===== config.mk =====
export PLATFORM = sky130hd
export DESIGN_NAME = serial_add_ctrl_flat
export DESIGN_NICKNAME = d
export VERILOG_FILES = /design/src/rtl/serial_add_ctrl_if.sv /design/src/rtl/serial_add_ctrl.sv /design/src/flat_wrapper.sv
export SDC_FILE = /design/constraint.sdc
export NUM_CORES = 1
export LEC_CHECK = 0
export CAP_MARGIN = 20
export CORE_ASPECT_RATIO = 0.9
export CORE_MARGIN = 2
export CORE_UTILIZATION = 61
export DETAILED_ROUTE_END_ITERATION = 8
export DONT_BUFFER_PORTS = 1
export PLACE_DENSITY = 0.84
export SYNTH_ARGS = -nofsm -noshare
export SYNTH_HDL_FRONTEND = slang
export SYNTH_SLANG_ARGS = --single-unit

===== constraint.sdc =====
create_clock -name clk -period 1.65 [get_ports clk]
set_input_delay 0.0825 -clock clk [delete_from_list [all_inputs] [get_ports clk]]
set_output_delay 0.0825 -clock clk [all_outputs]
set_load 0.05 [all_outputs]

===== src/rtl/serial_add_ctrl_if.sv =====
// serial_add_ctrl_if: request/result bundle for the bit-serial adder.
// master = requester (drives start/a/b/sub); slave = sequencer (drives results).
interface serial_add_ctrl_if #(
    parameter int WIDTH = 8
);
    logic             start;
    logic [WIDTH-1:0] a;
    logic [WIDTH-1:0] b;
    logic             sub;
    logic             busy;
    logic             done;
    logic [WIDTH-1:0] sum;
    logic             cout;
    logic             ovf;

    modport master (
        output start, a, b, sub,
        input  busy, done, sum, cout, ovf
    );

    modport slave (
        input  start, a, b, sub,
        output busy, done, sum, cout, ovf
    );
endinterface


===== src/rtl/serial_add_ctrl.sv =====
// serial_add_ctrl: WIDTH-bit add/sub on one reused 1-bit adder cell, LSB first.
// Ports: clk, rst (sync, active-high), bus (slave: start/a/b/sub in; busy/done/sum/cout/ovf out).
module serial_add_ctrl #(
    parameter int WIDTH = 8
) (
    input  logic           clk,
    input  logic           rst,
    serial_add_ctrl_if.slave bus
);
    localparam int CW = $clog2(WIDTH);
    localparam logic [CW-1:0] LAST = CW'(WIDTH - 1);

    typedef enum logic [1:0] {
        S_IDLE,
        S_RUN,
        S_DONE
    } state_t;

    state_t           state_q, state_d;
    logic [WIDTH-1:0] a_sr_q, a_sr_d;
    logic [WIDTH-1:0] b_sr_q, b_sr_d;
    logic [WIDTH-1:0] sum_q, sum_d;
    logic [CW-1:0]    cnt_q, cnt_d;
    logic             carry_q, carry_d;
    logic             cout_q, cout_d;
    logic             ovf_q, ovf_d;

    // The single shared adder bit: two half adders and an OR.
    logic p, g, s, h, c_next, cin_msb;

    always_comb begin
        p       = a_sr_q[0] ^ b_sr_q[0];
        g       = a_sr_q[0] & b_sr_q[0];
        s       = p ^ carry_q;
        h       = p & carry_q;
        c_next  = g | h;
        // On the last RUN cycle the carry flop holds the carry into the MSB.
        cin_msb = carry_q;
    end

    always_comb begin
        state_d = state_q;
        a_sr_d  = a_sr_q;
        b_sr_d  = b_sr_q;
        sum_d   = sum_q;
        cnt_d   = cnt_q;
        carry_d = carry_q;
        cout_d  = cout_q;
        ovf_d   = ovf_q;

        unique case (state_q)
            S_IDLE: begin
                if (bus.start) begin
                    // Subtract as A + ~B + 1: invert B, seed carry with 1.
                    a_sr_d  = bus.a;
                    b_sr_d  = bus.sub ? ~bus.b : bus.b;
                    carry_d = bus.sub;
                    cnt_d   = '0;
                    sum_d   = '0;
                    state_d = S_RUN;
                end
            end
            S_RUN: begin
                carry_d = c_next;
                sum_d   = {s, sum_q[WIDTH-1:1]};
                a_sr_d  = {1'b0, a_sr_q[WIDTH-1:1]};
                b_sr_d  = {1'b0, b_sr_q[WIDTH-1:1]};
                if (cnt_q == LAST) begin
                    cout_d  = c_next;
                    ovf_d   = cin_msb ^ c_next;
                    state_d = S_DONE;
                end else begin
                    cnt_d = cnt_q + CW'(1);
                end
            end
            S_DONE: begin
                state_d = S_IDLE;
            end
            default: begin
                state_d = S_IDLE;
            end
        endcase
    end

    always_ff @(posedge clk) begin
        if (rst) begin
            state_q <= S_IDLE;
            a_sr_q  <= '0;
            b_sr_q  <= '0;
            sum_q   <= '0;
            cnt_q   <= '0;
            carry_q <= 1'b0;
            cout_q  <= 1'b0;
            ovf_q   <= 1'b0;
        end else begin
            state_q <= state_d;
            a_sr_q  <= a_sr_d;
            b_sr_q  <= b_sr_d;
            sum_q   <= sum_d;
            cnt_q   <= cnt_d;
            carry_q <= carry_d;
            cout_q  <= cout_d;
            ovf_q   <= ovf_d;
        end
    end

    assign bus.busy = (state_q != S_IDLE);
    assign bus.done = (state_q == S_DONE);
    assign bus.sum  = sum_q;
    assign bus.cout = cout_q;
    assign bus.ovf  = ovf_q;
endmodule


===== src/flat_wrapper.sv =====
// flat-port wrapper written by rule: the top's interface ports become plain ports
module serial_add_ctrl_flat 
#(
    parameter int WIDTH = 8
)
  (clk, rst, bus_start, bus_a, bus_b, bus_sub, bus_busy, bus_done, bus_sum, bus_cout, bus_ovf);
  serial_add_ctrl_if #(.WIDTH(WIDTH)) bus_i ();
  input  logic clk;
  input  logic rst;
  input wire logic [$bits(bus_i.start)-1:0] bus_start;
  input wire logic [$bits(bus_i.a)-1:0] bus_a;
  input wire logic [$bits(bus_i.b)-1:0] bus_b;
  input wire logic [$bits(bus_i.sub)-1:0] bus_sub;
  output wire logic [$bits(bus_i.busy)-1:0] bus_busy;
  output wire logic [$bits(bus_i.done)-1:0] bus_done;
  output wire logic [$bits(bus_i.sum)-1:0] bus_sum;
  output wire logic [$bits(bus_i.cout)-1:0] bus_cout;
  output wire logic [$bits(bus_i.ovf)-1:0] bus_ovf;
  assign bus_i.start = bus_start;
  assign bus_i.a = bus_a;
  assign bus_i.b = bus_b;
  assign bus_i.sub = bus_sub;
  assign bus_busy = bus_i.busy;
  assign bus_done = bus_i.done;
  assign bus_sum = bus_i.sum;
  assign bus_cout = bus_i.cout;
  assign bus_ovf = bus_i.ovf;
  serial_add_ctrl #(.WIDTH(WIDTH)) u_core (.clk(clk), .rst(rst), .bus(bus_i));
endmodule

==> key figures, run 1 <==
Clock tree
  – PostCTS Resize Cnt: 0
  – Post-CTS Setup Inserts: 0
  – Worst-skew pair later-pin latency: 330 ps
  – Max clock buf depth: 2
  – Clock Sinks: 32
  – Num CTS Buffers: 5
  – Hold_buf cts: 17
  – CTS tree: done
  – CTS root buf: clkbuf_4
  – Worst-path clk slew: 100 ps
  – H-tree depth: 2

Drt
  – DR pass1 iterations: 6
  – Vias/cell: 5.89
  – Wire per inst: 15.8 µm
  – Vias: 1254
  – DRC viols: 0
  – Total Wirelength: 3360 µm
  – Routed Antenna Nets: 0
  – Iter 0 DRT Violations: 52

Critical path
  – WS Path Type: in2reg
  – Critical-path cell list: dlygate4sd3_1 -> xnor2_1 -> dlygate4sd3_1 -> a2111oi_2
  – Slowest cell on the critical path: dlygate4sd3_1
  – Critical Path Source Type: input port
  – Crit. End Element: flop
  – Most common cell on crit path: dlygate4sd3_1
  – Req. time, crit path: 1880 ps
  – Slowest stage delay, CP: 650 ps
  – CP Data Arrival Time: 1820 ps
  – Largest fanout on the critical path: 6

Synth
  – Register area share after synthesis: 42.6%
  – Synth top area share: 42.6%
  – XOR/XNOR Fraction of Synth Area: 5.24%
  – Synth top area cells: dfxtp_1, nor2_1, a2111oi_2, mux2i_1, xnor2_1
  – Leading area contributor after synthesis: dfxtp_1
  – Unique masters post-synth: 32
  – Synthesized area: 1500 µm²
  – Compound-Gate Fraction of Synth Area: 21.1%
  – Avg Cell Area, Syn: 9.58 µm²
  – Mux share of post-synthesis cell area: 5.32%
  – Synth Area in Adders: 3.00%
  – Simple-gate share of the synthesized area: 15.7%
  – Syn Inst Count: 157
  – #FFs+latches synth: 32
  – Combinational family with the most area after synthesis: compound AO/OA/AOI/OAI gates
  – Synth warnings: 0
  – Syn_nets: 180

Global routing
  – GR Overflow Total: 0
  – Antenna violations before repair: 0
  – Gr usage total: 26.4%
  – First-pass GRT wire length: 5650 µm
  – Pin count of the biggest net entering global routing: 33
  – Number of global-route vias before repair: 1246

Floorplan
  – Core Region: 2400 µm²
  – DIE AREA: 2880 µm²
  – Rows: 17
  – Starting Density: 62.6%
  – Die width: 56.3 µm
  – I/O pin count: 32
  – Chip Height: 51.1 µm

Layout
  – Final core utilization: 75.7%
  – Multi-input logic area: 758 µm²
  – NumNets Final: 207
  – Layout area overhead: 21.0%
  – Most frequent cells in the layout: nor2_1, dfxtp_1, dlygate4sd3_1, buf_4
  – Layout cell share with drive strength beyond 1: 17.8%
  – Diode count: 0
  – Final std cells w/o fill: 213
  – Most common cell after layout, fill and taps aside: nor2_1
  – FF+latch area: 641 µm²
  – Filler cell count: 159
  – Final Instance Area: 1820 µm²

Timing
  – Headroom to the max-slew limit: 62.0%
  – Tcrit/Tclk final: 95.9%
  – Hold WS: -0.186 ps
  – Final WS setup: 67.6 ps
  – Clock Skews: 13.1 ps
  – Setup TNS: 0 ps
  – Fin. max-slew vios: 0
  – FMAX: 632 MHz
  – Final Hold Fails: 1
  – RSZ-0062 raised after global routing: no
  – Final setup fails: 0
  – Worst slew pin tran: 568 ps
  – Clock period minus worst slack: 1580 ps

Placement
  – Placed Cells: 186
  – Place WS: 148 ps
  – # port buffers: 0
  – Post-DP Area: 1560 µm²
  – Post-DP HPWL: 2070 µm
  – Global placement routability congestion: 0.810

Run status
  – Failing checks: negative hold slack
  – Status: complete, but fails checks

Power and ir drop
  – Pwr dens: 873 nW/µm²
  – Post-layout power: 1.59 mW
  – P_leak: 0.704 nW
  – Maximum vdd drop: 0.711 mV

Hold path
  – Hold Crit Class: in2reg

Job
  – Max_cap viols: 0
critical path: cells and delay by family:
family	cells	cell delay (ps)
buffers and inverters	2	1220
XOR/XNOR	1	160
AO/OA/AOI/OAI	1	350
logic make-up after synthesis:
| family | after synthesis |
|---|---|
| AO/OA/AOI/OAI | 35 |
| XOR/XNOR | 9 |
| adder cells (fa/ha/maj) | 3 |
| buffers and inverters | 18 |
| flip-flops | 32 |
| multiplexers | 8 |
| AND/OR/NAND/NOR | 52 |
layer usage:
metal	share of wire, %	global-route usage, %	up-vias	wire length (µm)
met3	5.1	8.10	20	172
met4	4.3	16.7	0	144
met5	0	0	-	0
met1	41	28.5	580	1370
met2	50	45.3	49	1680
li1	-	-	605	-
worst paths after layout:
| kind | from | end | slack (ps) | depth (start not counted) |
|---|---|---|---|---|
| min reg2reg | u_core.bus.ovf | u_core.bus.ovf | 460 | 2 |
| max reg2reg | u_core.state_q[1] | u_core.b_sr_q[3] | 140 | 3 |
| max | bus_sub | u_core.b_sr_q[6] | 70 | 4 |
| min | bus_a[3] | u_core.a_sr_q[3] | -0.2 | 2 |
state kept, by name, summed over array words and instances, names as in the netlist:
name and flops:
u_core.state_q 2, u_core.bus.sum 8, u_core.b_sr_q 8, u_core.bus.ovf 1, u_core.carry_q 1, u_core.bus.cout 1, u_core.cnt_q 3, u_core.a_sr_q 8
layout make-up:
class	count	area share [%]
multi-input cells	107	41.6
flip-flops and latches	32	35.2
repair buffers	34	17.2
clock buffers	8	3.23
well taps	28	1.92
inverters	4	0.825
synthesized netlist by cell type:
| cell | n |
|---|---|
| nand2_1 | 6 |
| ha_1 | 2 |
| o21ba_4 | 1 |
| nand3_1 | 5 |
| a2bb2oi_1 | 1 |
| a2111oi_2 | 7 |
| nor4b_1 | 1 |
| a31oi_1 | 3 |
| a22oi_1 | 8 |
| or2_2 | 1 |
| a211oi_1 | 7 |
| nor2b_1 | 2 |
| dfxtp_1 | 32 |
| buf_2 | 3 |
| buf_4 | 5 |
| nand2b_1 | 1 |
| mux2i_1 | 8 |
| o211ai_1 | 1 |
| nand3b_1 | 1 |
| nor3_1 | 1 |
| clkbuf_1 | 4 |
| a22oi_2 | 1 |
| a311oi_1 | 1 |
| buf_6 | 2 |
| o21bai_1 | 1 |
| nor3b_4 | 1 |
| nor2_1 | 33 |
| xnor2_1 | 8 |
| inv_1 | 4 |
| xor2_1 | 1 |
| fa_1 | 1 |
| a21oi_1 | 4 |
power breakdown:
| group | switching (mW) | internal, mW |
|---|---|---|
| Clock | 0.251 | 0.210 |
| Combinational | 0.151 | 0.136 |
| Sequential | 0.0268 | 0.816 |
No activity file was read; power rests on OpenSTA's default activity.
==> inputs of run 2 (changes only) <==
--- a/config.mk
+++ b/config.mk
@@ -5,13 +5,14 @@
 export SDC_FILE = /design/constraint.sdc
 export NUM_CORES = 1
 export LEC_CHECK = 0
+export ABC_AREA = 1
 export CAP_MARGIN = 20
 export CORE_ASPECT_RATIO = 0.9
 export CORE_MARGIN = 2
-export CORE_UTILIZATION = 61
+export CORE_UTILIZATION = 35
 export DETAILED_ROUTE_END_ITERATION = 8
 export DONT_BUFFER_PORTS = 1
-export PLACE_DENSITY = 0.84
+export PLACE_DENSITY = 0.56
 export SYNTH_ARGS = -nofsm -noshare
 export SYNTH_HDL_FRONTEND = slang
 export SYNTH_SLANG_ARGS = --single-unit
==> run 2 against run 1 <==
Net effect:
- the run now ends clean
- design area rose by 2.0%
- fmax rose by 17%
- die area rose by 77%
- synthesized cell count rose by 53%
- routed wire length fell by 0.45%
- critical path depth did not move
- critical endpoint is now u_core.bus.sum[7]
- critical path type is now reg2reg
- utilization fell by 34 points
- worst hold slack improved by 11 ps
- clock skew fell by 6.0 ps
- worst setup slack improved by 230 ps
- global-route usage fell by 12 points
==> key figures, run 2 <==
Global routing
  – Antenna violations before repair: 0 (unchanged)
  – GR Overflow Total: 0 (unchanged)
  – Pin count of the biggest net entering global routing: 23 (was 33)
  – First-pass GRT wire length: 5600 µm (was 5650 µm)
  – Gr usage total: 14.4% (was 26.4%)
  – Number of global-route vias before repair: 1302 (was 1246)

Synth
  – Top-count cell post-synth: nand2_1 (was nor2_1)
  – Main flop type after synthesis: dfxtp_1 (unchanged)
  – Avg Cell Area, Syn: 6.63 µm² (was 9.58 µm²)
  – Synth warnings: 0 (unchanged)
  – #FFs+latches synth: 32 (unchanged)
  – Synthesized area: 1590 µm² (was 1500 µm²)
  – Syn Inst Count: 240 (was 157)
  – Unique masters post-synth: 23 (was 32)
  – Register area share after synthesis: 40.3% (was 42.6%)
  – Syn_nets: 263 (was 180)
  – Leading area contributor after synthesis: dfxtp_1 (unchanged)
  – Synth top cells by count: nand2_1, dfxtp_1, inv_1, nor2_1, nand3_1 (was nor2_1, dfxtp_1, a22oi_1, mux2i_1, xnor2_1)
  – Synth top area cells: dfxtp_1, nand2_1, nand3_1, inv_1, nor2_1 (was dfxtp_1, nor2_1, a2111oi_2, mux2i_1, xnor2_1)
  – Post-synth EDFFs: 0 (unchanged)
  – Synth top area share: 40.3% (was 42.6%)
  – Async S/R FF share, synth: 0% (unchanged)

Timing
  – Worst slew pin tran: 615 ps (was 568 ps)
  – Headroom to the max-slew limit: 59.0% (was 62.0%)
  – FMAX: 740 MHz (was 632 MHz)
  – Setup TNS: 0 ps (unchanged)
  – Clock Skews: 7.15 ps (was 13.1 ps)
  – Fin. max-slew vios: 0 (unchanged)
  – Tcrit/Tclk final: 81.9% (was 95.9%)
  – Clock period minus worst slack: 1350 ps (was 1580 ps)
  – Final Hold Fails: 0 (was 1)
  – Final setup fails: 0 (unchanged)
  – RSZ-0062 raised after global routing: no (unchanged)

Power and ir drop
  – Maximum vdd drop: 0.529 mV (was 0.711 mV)
  – P_leak: 0.880 nW (was 0.704 nW)
  – Pwr dens: 1030 nW/µm² (was 873 nW/µm²)

Critical path
  – Critical R2R Capture: u_core.bus.sum[7] (was u_core.b_sr_q[3])
  – Critical-path cell list: inv_1 -> fa_1 -> or2_2 -> a21oi_1 (was dlygate4sd3_1 -> xnor2_1 -> dlygate4sd3_1 -> a2111oi_2)
  – Slowest cell on the critical path: fa_1 (was dlygate4sd3_1)
  – R2R Setup Slk: 300 ps (was 140 ps)
  – Req. time, crit path: 1870 ps (was 1880 ps)
  – Critical path's top delay family: adder cells (was buffers and inverters)
  – Largest fanout on the critical path: 3 (was 6)
  – Slowest stage delay, CP: 450 ps (was 650 ps)
  – Critical Path Source Type: flop (was input port)
  – Buf+Inv Stages, Crit Path: 1 (was 2)
  – Crit. End Element: flop (unchanged)
  – Worst reg2reg path depth: 4 (was 3)
  – CP Data Arrival Time: 1570 ps (was 1820 ps)
  – WS Path Type: reg2reg (was in2reg)
  – FF-to-FF Start: u_core.carry_q (was u_core.state_q[1])

Layout
  – NumNets Final: 275 (was 207)
  – Layout area overhead: 16.7% (was 21.0%)
  – Layout cell share with drive strength beyond 1: 11.5% (was 17.8%)
  – Most common cell after layout, fill and taps aside: nand2_1 (was nor2_1)
  – Most frequent cells in the layout: nand2_1, dfxtp_1, nor2_1, inv_1, nand3_1 (was nor2_1, dfxtp_1, dlygate4sd3_1, buf_4)
  – Final core utilization: 42.2% (was 75.7%)
  – Diode count: 0 (unchanged)

Floorplan
  – Chip Height: 68.0 µm (was 51.1 µm)
  – DIE AREA: 5100 µm² (was 2880 µm²)
  – Core Region: 4400 µm² (was 2400 µm²)
  – Starting Density: 36.1% (was 62.6%)
  – Rows: 23 (was 17)
  – Die width: 75.1 µm (was 56.3 µm)
  – I/O pin count: 32 (unchanged)

Hold path
  – Hold Startpoint: bus_a[1] (was bus_a[3])
  – Worst Hold Depth: 4 (was 2)
  – Hold endpoint: u_core.a_sr_q[1] (was u_core.a_sr_q[3])
  – Hold Crit Class: in2reg (unchanged)

Drt
  – Vias/cell: 4.54 (was 5.89)
  – DRC viols: 0 (unchanged)
  – Iter 0 DRT Violations: 62 (was 52)
  – Wire per inst: 10.6 µm (was 15.8 µm)
  – Routed Antenna Nets: 0 (unchanged)
  – DR pass1 iterations: 4 (was 6)
  – Total Wirelength: 3350 µm (was 3360 µm)
  – Vias: 1431 (was 1254)

Job
  – Max_cap viols: 0 (unchanged)

Placement
  – Global placement routability congestion: 0.791 (was 0.810)
  – Post-DP HPWL: 2270 µm (was 2070 µm)
  – # port buffers: 0 (unchanged)

Clock tree
  – H-tree depth: 2 (unchanged)
  – Worst-path clk slew: 70 ps (was 100 ps)
  – Worst-skew pair later-pin latency: 280 ps (was 330 ps)
  – CTS tree: done (unchanged)
  – Num CTS Buffers: 5 (unchanged)
  – CTS root buf: clkbuf_8 (was clkbuf_4)
  – Post-CTS Setup Inserts: 0 (unchanged)
  – Clock Sinks: 32 (unchanged)
  – Max clock buf depth: 2 (unchanged)

Run status
  – Status: finished, final reports clean (was complete, but fails checks)
[run 2: logic make-up (layout without fill, tap and decap cells)]
| family | Yosys count | in the layout | synth area share (%) |
|---|---|---|---|
| DFF | 32 | 32 | 40.3 |
| xor gates and xnor gates | 2 | 2 | 1.10 |
| and+or+nand+nor | 132 | 132 | 34.3 |
| buffers and inverters | 40 | 53 | 11.6 |
| AOI/OAI and AO/OA | 31 | 31 | 9.98 |
| adders and majority gates | 3 | 3 | 2.83 |
[run 2: layer usage]
| layer | part of all wire [%] | track usage (%) | vias up |
|---|---|---|---|
| met4 | 1.6 | 5.36 | 0 |
| met3 | 4.3 | 4.27 | 6 |
| met2 | 43 | 22.7 | 20 |
| met1 | 51 | 18.5 | 642 |
| met5 | 0 | 0 | - |
| li1 | - | - | 763 |
[run 2: stage by stage]
step           hold WS (ps)  power [mW]  setup slack (ps)  std cells  area (µm²)
6_report               10.9        1.91               298        315        1860
4_1_cts               0.524        1.93               291        314        1850
5_1_grt                37.8        2.00               227        315        1860
2_1_floorplan           152        1.07               350        240        1590
3_3_place_gp            153        1.09               331        303        1690
3_5_place_dp            156        1.09               314        303        1690
[run 2: what timing repair did]
item	4_1_cts	5_1_grt
hold buffers	3	1
hold endpoints to repair	12	1
resized for setup	0	0
[run 2: how the worst max path moves through the flow]
stage / from / end / slack (ps) / depth (start not counted)
after floorplan: u_core.carry_q / u_core.bus.sum[7] / 350 / 4
after global placement: u_core.carry_q / u_core.bus.sum[7] / 330 / 4
after detailed placement: u_core.carry_q / u_core.bus.sum[7] / 310 / 4
after CTS: u_core.carry_q / u_core.bus.sum[7] / 290 / 4
after global routing: u_core.carry_q / u_core.bus.ovf / 230 / 5
final: u_core.carry_q / u_core.bus.sum[7] / 300 / 4
[run 2: cell type report]
cell class	count	area, µm²
fill	479	2550
multi-input combinational	168	767
sequential	32	641
timing repair buffer	17	138
inverter	28	108
clock buffer	7	96.3
tap	62	77.6
clock inverter	1	30.0
[run 2: worst min-delay path: stages]
cell and delay, ps:
nand2_1 30, nand2_1 50, nor2_1 30, nor2_1 60
[run 2: where the power goes]
part / internal (mW) / switching (mW)
Clock: 0.533 / 0.290
Combinational: 0.0881 / 0.165
Sequential: 0.816 / 0.0175
Total: 1.44 / 0.473
==> inputs of run 3 (changes only) <==
--- a/config.mk
+++ b/config.mk
@@ -5,7 +5,7 @@
 export SDC_FILE = /design/constraint.sdc
 export NUM_CORES = 1
 export LEC_CHECK = 0
-export ABC_AREA = 1
+export ABC_AREA = 0
 export CAP_MARGIN = 20
 export CORE_ASPECT_RATIO = 0.9
 export CORE_MARGIN = 2
==> constraint.sdc (replaced) <==
create_clock -name clk -period 1.4 [get_ports clk]
set_input_delay 0.07 -clock clk [delete_from_list [all_inputs] [get_ports clk]]
set_output_delay 0.07 -clock clk [all_outputs]
set_load 0.05 [all_outputs]
==> run 3 against run 2 <==
Net effect:
- via count down 16%
- critical path type is now reg2out
- power is 13% higher
- sequential power increased by 20%
- largest cell class unchanged
- die area shrank 5.2%
- highest routed layer unchanged
- flip-flop and latch count did not move
- design area shrank 1.8%
- global-route usage hardly changed
- worst hold slack improved by 6.1 ps
- critical path depth is 2 lower
- first-iteration DRC count up 140%
- non-clock buffer count is 6 higher
==> key figures, run 3 (same netlist as run 1, synthesis figures left out) <==
Clock tree
  – CTS tree: done (unchanged)
  – Post-CTS Setup Inserts: 0 (unchanged)
  – Worst-path clk slew: 70 ps (about the same)
  – Clock Sinks: 32 (unchanged)
  – CTS root buf: clkbuf_8 (unchanged)
  – Worst-skew pair later-pin latency: 280 ps (about the same)
  – Num CTS Buffers: 5 (unchanged)
  – H-tree depth: 2 (unchanged)
  – Max clock buf depth: 2 (unchanged)

Drt
  – Vias: 1207 (was 1431)
  – Iter 0 DRT Violations: 149 (was 62)
  – DRC viols: 0 (unchanged)
  – Wire per inst: 15.1 µm (was 10.6 µm)
  – Total Wirelength: 3360 µm (was 3350 µm)
  – Routed Antenna Nets: 0 (unchanged)
  – Vias/cell: 5.41 (was 4.54)
  – DR pass1 iterations: 4 (unchanged)

Critical path
  – Crit. End Element: output port (was flop)
  – Req. time, crit path: 1330 ps (was 1870 ps)
  – Largest fanout on the critical path: 10 (was 3)
  – CP Data Arrival Time: 1270 ps (was 1570 ps)
  – Critical-path cell list: buf_4 -> or2_2 (was inv_1 -> fa_1 -> or2_2 -> a21oi_1)
  – Critical Path Source Type: flop (unchanged)
  – Slowest stage delay, CP: 410 ps (was 450 ps)
  – Slowest cell on the critical path: or2_2 (was fa_1)
  – WS Path Type: reg2out (was reg2reg)

Timing
  – Setup TNS: 0 ps (unchanged)
  – Final Hold Fails: 0 (unchanged)
  – Tcrit/Tclk final: 95.7%
  – Worst slew pin tran: 286 ps (was 615 ps)
  – Headroom to the max-slew limit: 80.9% (was 59.0%)
  – Fin. max-slew vios: 0 (unchanged)
  – Clock Skews: 10.2 ps (was 7.15 ps)
  – Final setup fails: 0 (unchanged)
  – Clock period minus worst slack: 1340 ps
  – Final WS setup: 59.9 ps (was 298 ps)
  – FMAX: 746 MHz

Global routing
  – First-pass GRT wire length: 5370 µm (was 5600 µm)
  – Gr usage total: 14.3% (was 14.4%)
  – GR Overflow Total: 0 (unchanged)
  – Number of global-route vias before repair: 1184 (was 1302)
  – Pin count of the biggest net entering global routing: 33 (was 23)
  – Antenna violations before repair: 0 (unchanged)

Floorplan
  – Die width: 73.1 µm (was 75.1 µm)
  – Starting Density: 36.7% (was 36.1%)
  – Rows: 22 (was 23)
  – Chip Height: 66.2 µm (was 68.0 µm)
  – DIE AREA: 4840 µm² (was 5100 µm²)
  – I/O pin count: 32 (unchanged)
  – Core Region: 4100 µm² (was 4400 µm²)

Power and ir drop
  – Pwr dens: 1180 nW/µm² (was 1030 nW/µm²)
  – P_leak: 0.692 nW (was 0.880 nW)
  – Maximum vdd drop: 0.657 mV (was 0.529 mV)

Layout
  – Diode count: 0 (unchanged)
  – NumNets Final: 197 (was 275)
  – Most frequent cells in the layout: nor2_1, dfxtp_1, buf_4 (was nand2_1, dfxtp_1, nor2_1, inv_1, nand3_1)
  – Most common cell after layout, fill and taps aside: nor2_1 (was nand2_1)
  – Layout area overhead: 21.2% (was 16.7%)
  – Layout cell share with drive strength beyond 1: 26.9% (was 11.5%)

Run status
  – Status: finished, final reports clean (unchanged)

Job
  – Max_cap viols: 0 (unchanged)

Placement
  – # port buffers: 0 (unchanged)
  – Global placement routability congestion: 0.813 (was 0.791)
  – Post-DP HPWL: 2220 µm (was 2270 µm)
  – Place WS: -0.216 ps (was 314 ps)

Hold path
  – Hold Crit Class: in2reg (unchanged)
## run 3: final timing paths
path,cells past startpoint,slack (ps),end,start
worst max-delay path,2,60,bus_busy,u_core.state_q[0]
worst min-delay path,2,20,u_core.b_sr_q[2],bus_b[2]
worst max register to register,5,60,u_core.cnt_q[0],u_core.cnt_q[0]
worst min register to register,2,490,u_core.bus.ovf,u_core.bus.ovf
## run 3: critical path: cells and delay by family (launching register included)
family        cells  cell delay, ps
flops             1             380
buf+inv           1             190
simple gates      1             410
## run 3: what timing repair did
| action | 4_1_cts | 5_1_grt |
|---|---|---|
| resized for setup | 2 | 5 |
| pin swaps | 0 | 2 |
| endpoints found under the setup margin | 1 | 11 |
| cloned | 0 | 1 |
| hold buffers | 3 | 0 |
| endpoints found under the hold margin | 32 | 0 |
## run 3: through the flow
stage | instance area [µm²] | std cells | util, % | power (mW) | hold WS [ps]
2_1_floorplan | 1510 | 157 | - | 1.25 | 139
3_3_place_gp | 1640 | 211 | 40.0 | 1.27 | 141
3_5_place_dp | 1640 | 211 | 40.0 | 1.29 | 145
4_1_cts | 1800 | 222 | 43.8 | 2.17 | 12.3
5_1_grt | 1820 | 223 | 44.4 | 2.27 | 23.2
6_report | 1820 | 223 | 44.4 | 2.15 | 17.0
## run 3: per-layer routing
metal  global-route usage (%)  wire length [µm]
met3                     4.42               207
met4                     4.17                25
met5                        0                 0
met2                     24.7              1640
met1                     17.1              1480
## run 3: area by class of cell
| class | instances | area (µm²) |
|---|---|---|
| clock buffers | 6 | 72.6 |
| clock inverters | 2 | 35.0 |
| well taps | 48 | 60.1 |
| inverters | 4 | 15.0 |
| flip-flops and latches | 32 | 643 |
| fillers | 398 | 2280 |
| repair buffers | 23 | 203 |
| multi-input cells | 108 | 795 |
## run 3: report_power, final
group | internal (mW) | switching, mW
logic | 0.141 | 0.162
clock network | 0.528 | 0.325
registers | 0.963 | 0.0351
